## config.mk

```make
export PLATFORM = sky130hd
export DESIGN_NAME = l_inv_stage
export DESIGN_NICKNAME = d
export VERILOG_FILES = /design/src/rtl/kuz_pkg.sv /design/src/rtl/gf256_mul_const.sv /design/src/rtl/l_inv_stage.sv
export SDC_FILE = /design/constraint.sdc
export NUM_CORES = 1
export LEC_CHECK = 0
export BUFFER_PORTS_ARGS = -buffer_cell sky130_fd_sc_hd__buf_4
export CAP_MARGIN = 40
export CORE_AREA = 2 2 140 142
export CTS_CLUSTER_DIAMETER = 100
export CTS_CLUSTER_SIZE = 28
export DETAILED_ROUTE_END_ITERATION = 10
export DIE_AREA = 0 0 142 144
export PLACE_DENSITY_LB_ADDON = 0.25
export SLEW_MARGIN = 15
export SYNTH_ARGS = -nofsm -noshare
export SYNTH_HDL_FRONTEND = slang
export SYNTH_SLANG_ARGS = --single-unit
export TNS_END_PERCENT = 1
```

## constraint.sdc

```tcl
create_clock -name clk -period 3.15 [get_ports clk]
set_input_delay 0.1575 -clock clk [delete_from_list [all_inputs] [get_ports clk]]
set_output_delay 0.1575 -clock clk [all_outputs]
set_load 0.03 [all_outputs]
```

## src/rtl/kuz_pkg.sv

```systemverilog
// Shared Kuznyechik (GOST R34.12-2015) definitions for the forward and inverse L stages:
// GF(2^8) reduction constant, the l coefficient vector, round count and FSM state encoding.
package kuz_pkg;

  // p(x) = x^8 + x^7 + x^6 + x + 1; low byte folded back in on overflow
  localparam logic [7:0] GfRed = 8'hC3;

  // R / R^-1 iterations per block
  localparam int unsigned Rounds = 16;

  // Forward l coefficients for a15..a0, in that order
  localparam logic [7:0] LVec [16] = '{
    8'h94, 8'h20, 8'h85, 8'h10, 8'hC2, 8'hC0, 8'h01, 8'hFB,
    8'h01, 8'hC0, 8'hC2, 8'h10, 8'h85, 8'h20, 8'h94, 8'h01
  };

  typedef enum logic [1:0] {
    StIdle,
    StBusy,
    StDone
  } kuz_state_e;

  // Coefficient for byte a_idx in the inverse combiner: R^-1 feeds l with
  // (a14..a0, a15), so a15 takes the last entry and a14..a0 take entries 0..14.
  function automatic logic [7:0] l_inv_coef(input int unsigned idx);
    if (idx == 15) begin
      return LVec[15];
    end
    return LVec[14 - idx];
  endfunction

endpackage

```

## src/rtl/gf256_mul_const.sv

```systemverilog
// Combinational multiply of a byte by a constant in GF(2^8) mod p(x), shift-and-reduce.
module gf256_mul_const
  import kuz_pkg::*;
#(
  parameter logic [7:0] Coef = 8'h01
) (
  input  logic [7:0] a_i,
  output logic [7:0] p_o
);

  logic [7:0] x;
  logic [7:0] acc;

  // Accumulate a*x^b for each set coefficient bit, reducing x after every doubling
  always_comb begin
    x   = a_i;
    acc = 8'h00;
    for (int b = 0; b < 8; b++) begin
      if (Coef[b]) begin
        acc = acc ^ x;
      end
      x = {x[6:0], 1'b0} ^ (x[7] ? GfRed : 8'h00);
    end
    p_o = acc;
  end

endmodule

```

## src/rtl/l_inv_stage.sv

```systemverilog
// Iterative Kuznyechik inverse linear transform L^-1 over a 128-bit block.
// One R^-1 round per enabled clock; with L_INV_UNROLL2_EN defined, two rounds are chained
// per enabled clock (half the latency, identical results).
// Handshake: valid/ready on both sides, one block in flight. Synchronous active-low reset.
module l_inv_stage
  import kuz_pkg::*;
#(
  parameter int unsigned W      = 128,   // only 128 is meaningful
  parameter int unsigned ROUNDS = Rounds
) (
  input  logic         clk,
  input  logic         rst,
  input  logic         enable,
  input  logic         in_valid,
  output logic         in_ready,
  input  logic [W-1:0] DI,
  output logic         out_valid,
  input  logic         out_ready,
  output logic [W-1:0] DO
);

`ifdef L_INV_UNROLL2_EN
  localparam int unsigned Step = 2;
`else
  localparam int unsigned Step = 1;
`endif

  localparam int unsigned CntW = 5;

  kuz_state_e      state_q, state_d;
  logic [CntW-1:0] cnt_q, cnt_d;
  logic [W-1:0]    data_q, data_d;
  logic            in_ready_q, in_ready_d;
  logic            out_valid_q, out_valid_d;

  // stage[0] is the register; stage[s+1] is stage[s] after one R^-1
  logic [W-1:0] stage [Step+1];
  logic [7:0]   prod  [Step][16];
  logic [7:0]   comb  [Step];

  assign stage[0] = data_q;

  for (genvar s = 0; s < Step; s++) begin : g_round
    for (genvar i = 0; i < 16; i++) begin : g_mul
      gf256_mul_const #(
        .Coef(l_inv_coef(i))
      ) u_mul (
        .a_i(stage[s][8*i +: 8]),
        .p_o(prod[s][i])
      );
    end

    // XOR tree forming the new low byte c of this round
    always_comb begin
      comb[s] = 8'h00;
      for (int i = 0; i < 16; i++) begin
        comb[s] = comb[s] ^ prod[s][i];
      end
    end

    // Shift out a15, append c as the new a0
    assign stage[s+1] = {stage[s][W-9:0], comb[s]};
  end

  // Next-state logic for the handshake FSM and round datapath
  always_comb begin
    state_d     = state_q;
    cnt_d       = cnt_q;
    data_d      = data_q;
    in_ready_d  = in_ready_q;
    out_valid_d = out_valid_q;
    unique case (state_q)
      StIdle: begin
        in_ready_d = 1'b1;
        if (in_valid && in_ready_q) begin
          state_d    = StBusy;
          data_d     = DI;
          cnt_d      = '0;
          in_ready_d = 1'b0;
        end
      end
      StBusy: begin
        if (enable) begin
          data_d = stage[Step];
          cnt_d  = cnt_q + CntW'(Step);
          // Counter is wide enough to hold ROUNDS, so it never wraps into an extra round
          if (cnt_d == CntW'(ROUNDS)) begin
            state_d     = StDone;
            out_valid_d = 1'b1;
          end
        end
      end
      StDone: begin
        if (out_ready) begin
          state_d     = StIdle;
          out_valid_d = 1'b0;
          in_ready_d  = 1'b1;
        end
      end
      default: begin
        state_d     = StIdle;
        out_valid_d = 1'b0;
        in_ready_d  = 1'b0;
      end
    endcase
  end

  // State registers with synchronous active-low reset
  always_ff @(posedge clk) begin
    if (!rst) begin
      state_q     <= StIdle;
      cnt_q       <= '0;
      data_q      <= '0;
      in_ready_q  <= 1'b0;
      out_valid_q <= 1'b0;
    end else begin
      state_q     <= state_d;
      cnt_q       <= cnt_d;
      data_q      <= data_d;
      in_ready_q  <= in_ready_d;
      out_valid_q <= out_valid_d;
    end
  end

  assign in_ready  = in_ready_q;
  assign out_valid = out_valid_q;
  assign DO        = data_q;

endmodule

```

==> results, run 1 <==
- Along the worst path, the maximum fanout reaches 5.
- The leakage power of the design is 5.013 nW.
- The final core utilization is 60.31%.
- In the post-synthesis netlist, the biggest area contributors are sky130_fd_sc_hd__dfxtp_1, sky130_fd_sc_hd__xnor2_1, sky130_fd_sc_hd__xnor3_1.
- The switching power summed over all nets is 3.708 mW.
- The number of nets at the end of the flow is 1369.
- The remaining max-slew budget at the tightest pin is 56.22%.
- After detailed routing, the number of remaining DRC violations is 0.
- The cell depth of the worst hold path is 3.
- For the pin with the worst max-slew slack, the measured transition is 0.6520 ns.
- The core area is 19080 µm².
- The cell area after synthesis is 8554 µm².
- For flop-to-flop paths, the worst setup slack is 0.50 ns.
- For this design the ratio of total power to cell area is 892.2 nW/µm².
- The count of maximum capacitance violations is 0.
- The number of distinct standard cells referenced by the synthesized netlist is 44.
- The initial utilization of the core area, before any placement, comes to 44.84%.
- Summed over all instances, the cell type with the most area after synthesis is sky130_fd_sc_hd__dfxtp_1.
- The count of vias placed by the detailed router is 8236.
- The number of placement rows is 51.
- The total count of max-transition violations in the final report came to 0.
- Setup repair after global routing left no endpoint under its margin.
- In this run, synthesis inferred 0 flip-flops with an integrated enable.
- The worst setup path is of the reg2reg kind.
- The timing-limited maximum frequency is 376.9 MHz.
- The capture endpoint of the worst hold path is DO[116].
- The first global-routing pass estimated 46.34 mm of wire.
- The power share of the sequential group is 22.5%.
- The worst path needs 2.653 ns of the cycle, external delays included.
- The internal power of the cells totals 6.558 mW.
- The library cell used as clock root buffer is sky130_fd_sc_hd__clkbuf_16.
- The share of the synthesized area in the top cell type is 32.06%.
- The post-route antenna net violation count is 0.
- After clock tree synthesis, the setup repair step added 0 buffers.
- The average detailed-routed wire length per instance is 21.12 µm.
- The post-route cell area is 11510 µm².
- The post-synthesis sequential element count is 137.
- The sum of negative setup slack is 0 ns.
- The repair_antennas step left the layout with diodes totalling 0.
- The initial antenna violation count came to 0.
- Timing analysis after detailed placement gives a worst setup slack of 0.4921 ns.
- The critical path starts at DO[84].
- The total wire length after detailed routing is 31.32 mm.
- The sum of overflow across all layers after global routing is 0.
- The net count after synthesis is 1134.
- The number of global-route vias before repair is 7741.
- For this run, the leading register cell type out of synthesis is sky130_fd_sc_hd__dfxtp_1.
- For the worst-skew pair, the clock arrives at the later sink with an insertion delay of 0.43 ns.
- The first routing iteration left 659 violations.
- Clock-pin slew was measured on the worst setup and hold paths at 0.06 ns.
- The final clock skew is 0.01068 ns.
- The worst path uses 84.22% of the clock period.
- The count of final setup violators is 0.
- From left edge to right edge, the die measures 142 µm.
- The total track usage is 30.43%.
- The worst setup path is launched from a register.
- Entering global routing, the biggest net connects 123 pins.
- The launch point of the worst reg-to-reg path is DO[84].
- The die outline area is 20450 µm².
- The share of post-route cells with drive strength above 1 is 25.86%.
- The number of levels the H-tree was split into is 4.
- For this run, the detailed router's first-pass iteration total came to 5.
- TritonCTS built the clock tree.
- The final HPWL from detailed placement is 23.84 mm.
- The clock passes through at most 2 buffers.
- Once the clock tree was built, the resizer swapped 0 gates to a different size.
- Data on the critical path is required at its endpoint by 3.45 ns.
- Clock tree synthesis inserted a total of 17 buffers.
- The mean instance size in the synthesized netlist is 8.554 µm².
- The ratio of routed vias to standard cells is 5.554.
- In this run switching power makes up 36.12% of total power.
- After detailed placement, the total cell area comes to 10750 µm².
- The worst endpoint data arrival time is 2.95 ns.
- The hold violation count in the final report is 0.
- The end of the worst register-to-register path is DO[0].
- The share of the Yosys chip area taken by registers is 32.06%.
- The flow ran to the end, and the final reports show no timing, DRC or antenna violations.
- Combinational logic is responsible for 58.4% of the overall power.
- The logic depth of the worst register-to-register path is 7.
- After layout, the worst setup slack is 0.4971 ns.
- The critical path endpoint category is a register.
- The number of buffers inserted by port buffering is 262.
- For this run, the number of Yosys warnings is 0.
- Routability-driven placement finished with a final weighted congestion of 0.9306.
- The path class of the tightest hold or removal check is in2reg.
- The async set-reset flop share out of synthesis is 0%.
- The number of sinks handled by clock tree synthesis is 137.
- The peak ir drop on the vdd network is 0.0005985 V.
- For this design, the CTS-stage hold fixing added 20 buffers.
- The number of primary I/O pins is 263.
- The layout overhead on the synthesized area is 34.50%.
- The part of the power in the clock network is 19.1%.
- The die boundary height is 144 µm.
- The worst hold path begins at DI[116].
- The instance count of the mapped netlist is 1000.
## worst max path at each step
| stage | slack (ns) | to |
|---|---|---|
| final | 0.50 | DO[0] |
| after global routing | 0.35 | DO[4] |
| after CTS | 0.49 | DO[1] |
| after detailed placement | 0.49 | DO[1] |
| after global placement | 0.49 | DO[1] |
| after floorplan | 0.46 | DO[4] |
## power by group through the flow
stage / Clock, mW / Sequential, mW / Combinational [mW]
4_1_cts: 1.97 / 2.31 / 5.99
5_1_grt: 2.06 / 2.33 / 6.35
6_report: 1.96 / 2.31 / 6.00
3_3_place_gp: 0 / 2.34 / 5.90
2_1_floorplan: 0 / 2.54 / 4.32
3_5_place_dp: 0 / 2.34 / 5.94
## logic make-up after synthesis
family | Yosys count | synth area share, %
AO/OA/AOI/OAI | 152 | 14.48
XOR/XNOR | 215 | 30.61
adder cells (fa/ha/maj) | 1 | 0.1462
buffers and inverters | 89 | 4.227
flip-flops | 137 | 32.06
multiplexers | 2 | 0.2340
AND/OR/NAND/NOR | 404 | 18.24
## cells in the mapped netlist, drive strengths merged (3+ instances only)
cell,number
xor2,26
xnor3,49
clkbuf,77
xnor2,138
a31oi,3
nor2,131
nand2,254
dfxtp,137
buf,10
a21oi,13
a311oi,120
o21ai,8
nand3,7
## sequential cells by signal, summed over array words and instances, names as in the netlist
register and flops:
DO 128, cnt_q 5, state_q 2, in_ready 1
out_valid 1
## layer usage
metal	GRT usage, %	vias up	routed length, µm	share of wire (%)
met3	5.331	34	2477	7.9
met4	9.000	0	597	1.9
met1	40.84	3911	13220	42
met5	0	-	0	0
li1	-	3893	-	-
met2	50.47	398	15030	48
## critical path, stage by stage (launching register included)
cell                      delay (ns)
sky130_fd_sc_hd__dfxtp_1        0.49
sky130_fd_sc_hd__xnor3_1        0.56
sky130_fd_sc_hd__xnor2_2        0.28
sky130_fd_sc_hd__xnor3_1        0.42
sky130_fd_sc_hd__xnor2_2        0.22
sky130_fd_sc_hd__xnor3_1        0.43
sky130_fd_sc_hd__nand2_1        0.07
sky130_fd_sc_hd__a21oi_1        0.06
## per-stage QoR
step,power [mW],hold WS (ns),cells
5_1_grt,10.74,0.01004,1483
6_report,10.27,0.01240,1483
2_1_floorplan,6.859,0.3200,1000
3_3_place_gp,8.237,0.4379,1433
4_1_cts,10.27,0.0001279,1483
3_5_place_dp,8.286,0.4402,1434
## layout by cell type (no fill, tap or decap), drive strengths merged, types with 13 or more instances in the layout
cell         synthesis  routed
dfxtp              137     137
nor2               131     131
buf                 10     283
clkbuf              77      21
a311oi             120     120
dlygate4sd3          0      20
xor2                26      26
xnor3               49      49
nand2              254     254
a21oi               13      13
xnor2              138     138
## cell type report
class	instances	area (µm²)
Clock buffer	21	460.4
Clock inverter	8	98.84
Fill cell	1682	7574
Inverter	2	10.01
Multi-Input combinational cell	774	5477
Sequential cell	137	2743
Tap cell	238	297.8
Timing Repair Buffer	303	2420
No activity file was read; power rests on OpenSTA's default activity.
==> inputs of run 2 (changes only) <==
==> constraint.sdc (replaced) <==
create_clock -name clk -period 2.2 [get_ports clk]
set_input_delay 0.11 -clock clk [delete_from_list [all_inputs] [get_ports clk]]
set_output_delay 0.11 -clock clk [all_outputs]
set_load 0.03 [all_outputs]
==> results, run 2 (synthesis gave the netlist of run 1 again) <==
- The total count of max-transition violations in the final report is 0.
- The first global-routing pass estimated 52.52 mm of wire.
- The power density over the cells is 1161 nW/µm².
- The count of routing violations after the opening detailed-route iteration is 786.
- The flow ran to the end, but the final reports show violations.
- Together, buffers and inverters on the worst path number 0.
- The critical path class is reg2reg.
- The checks that failed: negative setup slack.
- The largest net degree at the start of global routing is 69.
- The average detailed-routed wire length per instance is 20.16 µm.
- The min-delay analysis places its worst path in the category in2reg.
- The filler cells instantiated in the layout total 1278.
- In the final layout, flip-flops and latches occupy 2845 µm².
- The global placement routability congestion is 0.8958.
- Measured against its own limit, the worst slew margin works out to 61.85%.
- Measured along the x axis, the die boundary spans 142 µm.
- 0 antenna diodes ended up in the layout.
- The count of final setup violators is 6.
- The initial antenna violation count is 0.
- Setup total negative slack on the finished layout was measured at -0.4323 ns.
- Global routing used 34.34% of the available tracks across all layers.
- Derived from the worst setup path, the maximum achievable clock frequency is 429.7 MHz.
- The worst-path maximum fanout is 2.
- The core area is 19080 µm².
- Using the TritonRoute via totals, the vias-per-cell ratio works out to 5.440.
- In this run the remaining antenna-violating nets after routing total 0.
- The register with the most flip-flops in the layout has 128 of them.
- Data on the critical path is required at its endpoint by 2.58 ns.
- The number of logic stages on the critical path including buffering is 7.
- The final clock skew is 0.01086 ns.
- Across the run, the number of max-cap violations was 0.
- Counting I/O delays and the setup requirement, the final critical path takes 2.327 ns.
- The final hold slack is 0.02602 ns.
- The worst endpoint data arrival time is 2.71 ns.
- The hold violation count in the final report is 0.
- The floorplan step set the die height to 144 µm.
- The library cell used most frequently in the layout, excluding fill and tap cells, is sky130_fd_sc_hd__buf_4.
- The worst setup path is captured at a register.
- 263 I/O pins were placed.
- Counting the buffers created by CTS gives 17.
- Once routing completed, OpenROAD measured the worst setup slack at -0.1272 ns.
- The number of buffers inserted by port buffering is 262.
- The register clock-pin slew on the reported worst setup and hold paths is 0.06 ns.
- The final HPWL from detailed placement is 26.07 mm.
- The worst reg-to-reg setup slack is -0.13 ns.
- The maximum clock path buffer count is 2.
- The detailed router placed 9656 vias in this run.
- The number of nets at the end of the flow is 1658.
- The footprint of the multi-input gates is 5832 µm².
- The number of global-route vias before repair is 9254.
- In the finished design, the share of the clock period the worst path needs comes to 105.8%.
- The kind of cell with the highest combined delay along the critical path is XOR/XNOR gates.
- The layout overhead on the synthesized area is 68.95%.
- The critical path goes through xor2_1 > xnor3_2 > xnor2_2 > xnor2_1 > xnor3_1 > a211oi_2 > a31o_2.
- The standard cell with the maximum stage delay on the critical path is sky130_fd_sc_hd__xnor3_2.
- In the final layout, the share of cells above drive strength 1 is 39.23%.
- Setup repair after global routing could not meet its margin everywhere.
- After detailed routing, the number of remaining DRC violations is 0.
- The library cell used as clock root buffer is sky130_fd_sc_hd__clkbuf_16.
- Summed over all cells, the static leakage comes to 6.572 nW.
- The later-pin clock latency in the skew report is 0.44 ns.
- For the pin with the worst max-slew slack, the measured transition is 0.5682 ns.
- The floorplan has 51 rows.
- The final layout contains routed wiring with a total length of 35.79 mm.
- The effective utilization at floorplan is 44.84%.
- The launching element type of the critical path is a register.
- The peak ir drop on the vdd network is 0.001099 V.
- TritonCTS built the clock tree.
- The first-pass detailed-route iteration total is 5.
- The number of levels the H-tree was split into is 4.
- The number of sinks handled by clock tree synthesis is 137.
- The die outline area is 20450 µm².
- Counting instances, the worst hold path has a depth of 3.
- In the layout the commonest cells are sky130_fd_sc_hd__buf_4, sky130_fd_sc_hd__nand2_1, sky130_fd_sc_hd__nor2_1.
- The total overflow left after global routing is 0.
- The longest individual stage delay on the worst path is 0.53 ns.
- The logic depth of the worst register-to-register path is 7.
==> run 2: worst register-to-register path: stages (launching register included) <==
cell                       delay (ns)
sky130_fd_sc_hd__dfxtp_2         0.36
sky130_fd_sc_hd__xor2_1          0.27
sky130_fd_sc_hd__xnor3_2         0.53
sky130_fd_sc_hd__xnor2_2         0.17
sky130_fd_sc_hd__xnor2_1         0.21
sky130_fd_sc_hd__xnor3_1         0.35
sky130_fd_sc_hd__a211oi_2        0.24
sky130_fd_sc_hd__a31o_2          0.13
==> run 2: where the power goes <==
group / internal (mW) / switching (mW)
Sequential: 2.79 / 0.388
Clock: 1.82 / 1.18
Combinational: 6.21 / 4.39
==> run 2: per-layer routing <==
layer	up-vias	track usage (%)	routed length [µm]
li1	4477	-	-
met1	4506	42.72	13840
met2	585	59.01	17690
met3	88	6.391	3088
met4	0	13.79	1162
met5	-	0	0
==> run 2: through the flow <==
stage | utilization, % | power, mW | cells | worst slack [ns] | area (µm²)
2_1_floorplan | - | 9.929 | 1000 | -0.03769 | 8766
3_3_place_gp | 64.40 | 12.90 | 1615 | -0.1523 | 12290
3_5_place_dp | 64.40 | 12.97 | 1615 | -0.1754 | 12290
4_1_cts | 74.50 | 16.36 | 1770 | -0.1166 | 14210
5_1_grt | 75.75 | 17.47 | 1775 | -0.1632 | 14450
6_report | 75.75 | 16.77 | 1775 | -0.1272 | 14450
==> run 2: worst paths after layout <==
kind / to / start
max: DO[2] / DO[112]
min: DO[78] / DI[78]
max reg2reg: DO[2] / DO[112]
min reg2reg: out_valid / out_valid
==> run 2: area by class of cell <==
type | instances | share of cell area, %
repair buffers | 592 | 33.59
multi-input cells | 774 | 40.35
inverters | 2 | 0.06926
well taps | 238 | 2.060
flip-flops and latches | 137 | 19.69
clock buffers | 24 | 3.705
clock inverters | 8 | 0.5368
==> run 2: what timing repair did <==
item                       4_1_cts  5_1_grt
buffers inserted                 3        4
pin swaps                       15       14
hold endpoints to repair       123        1
hold buffers                   120        1
setup endpoints to repair        8       12
resized for setup               18       26
cloned                           0        0
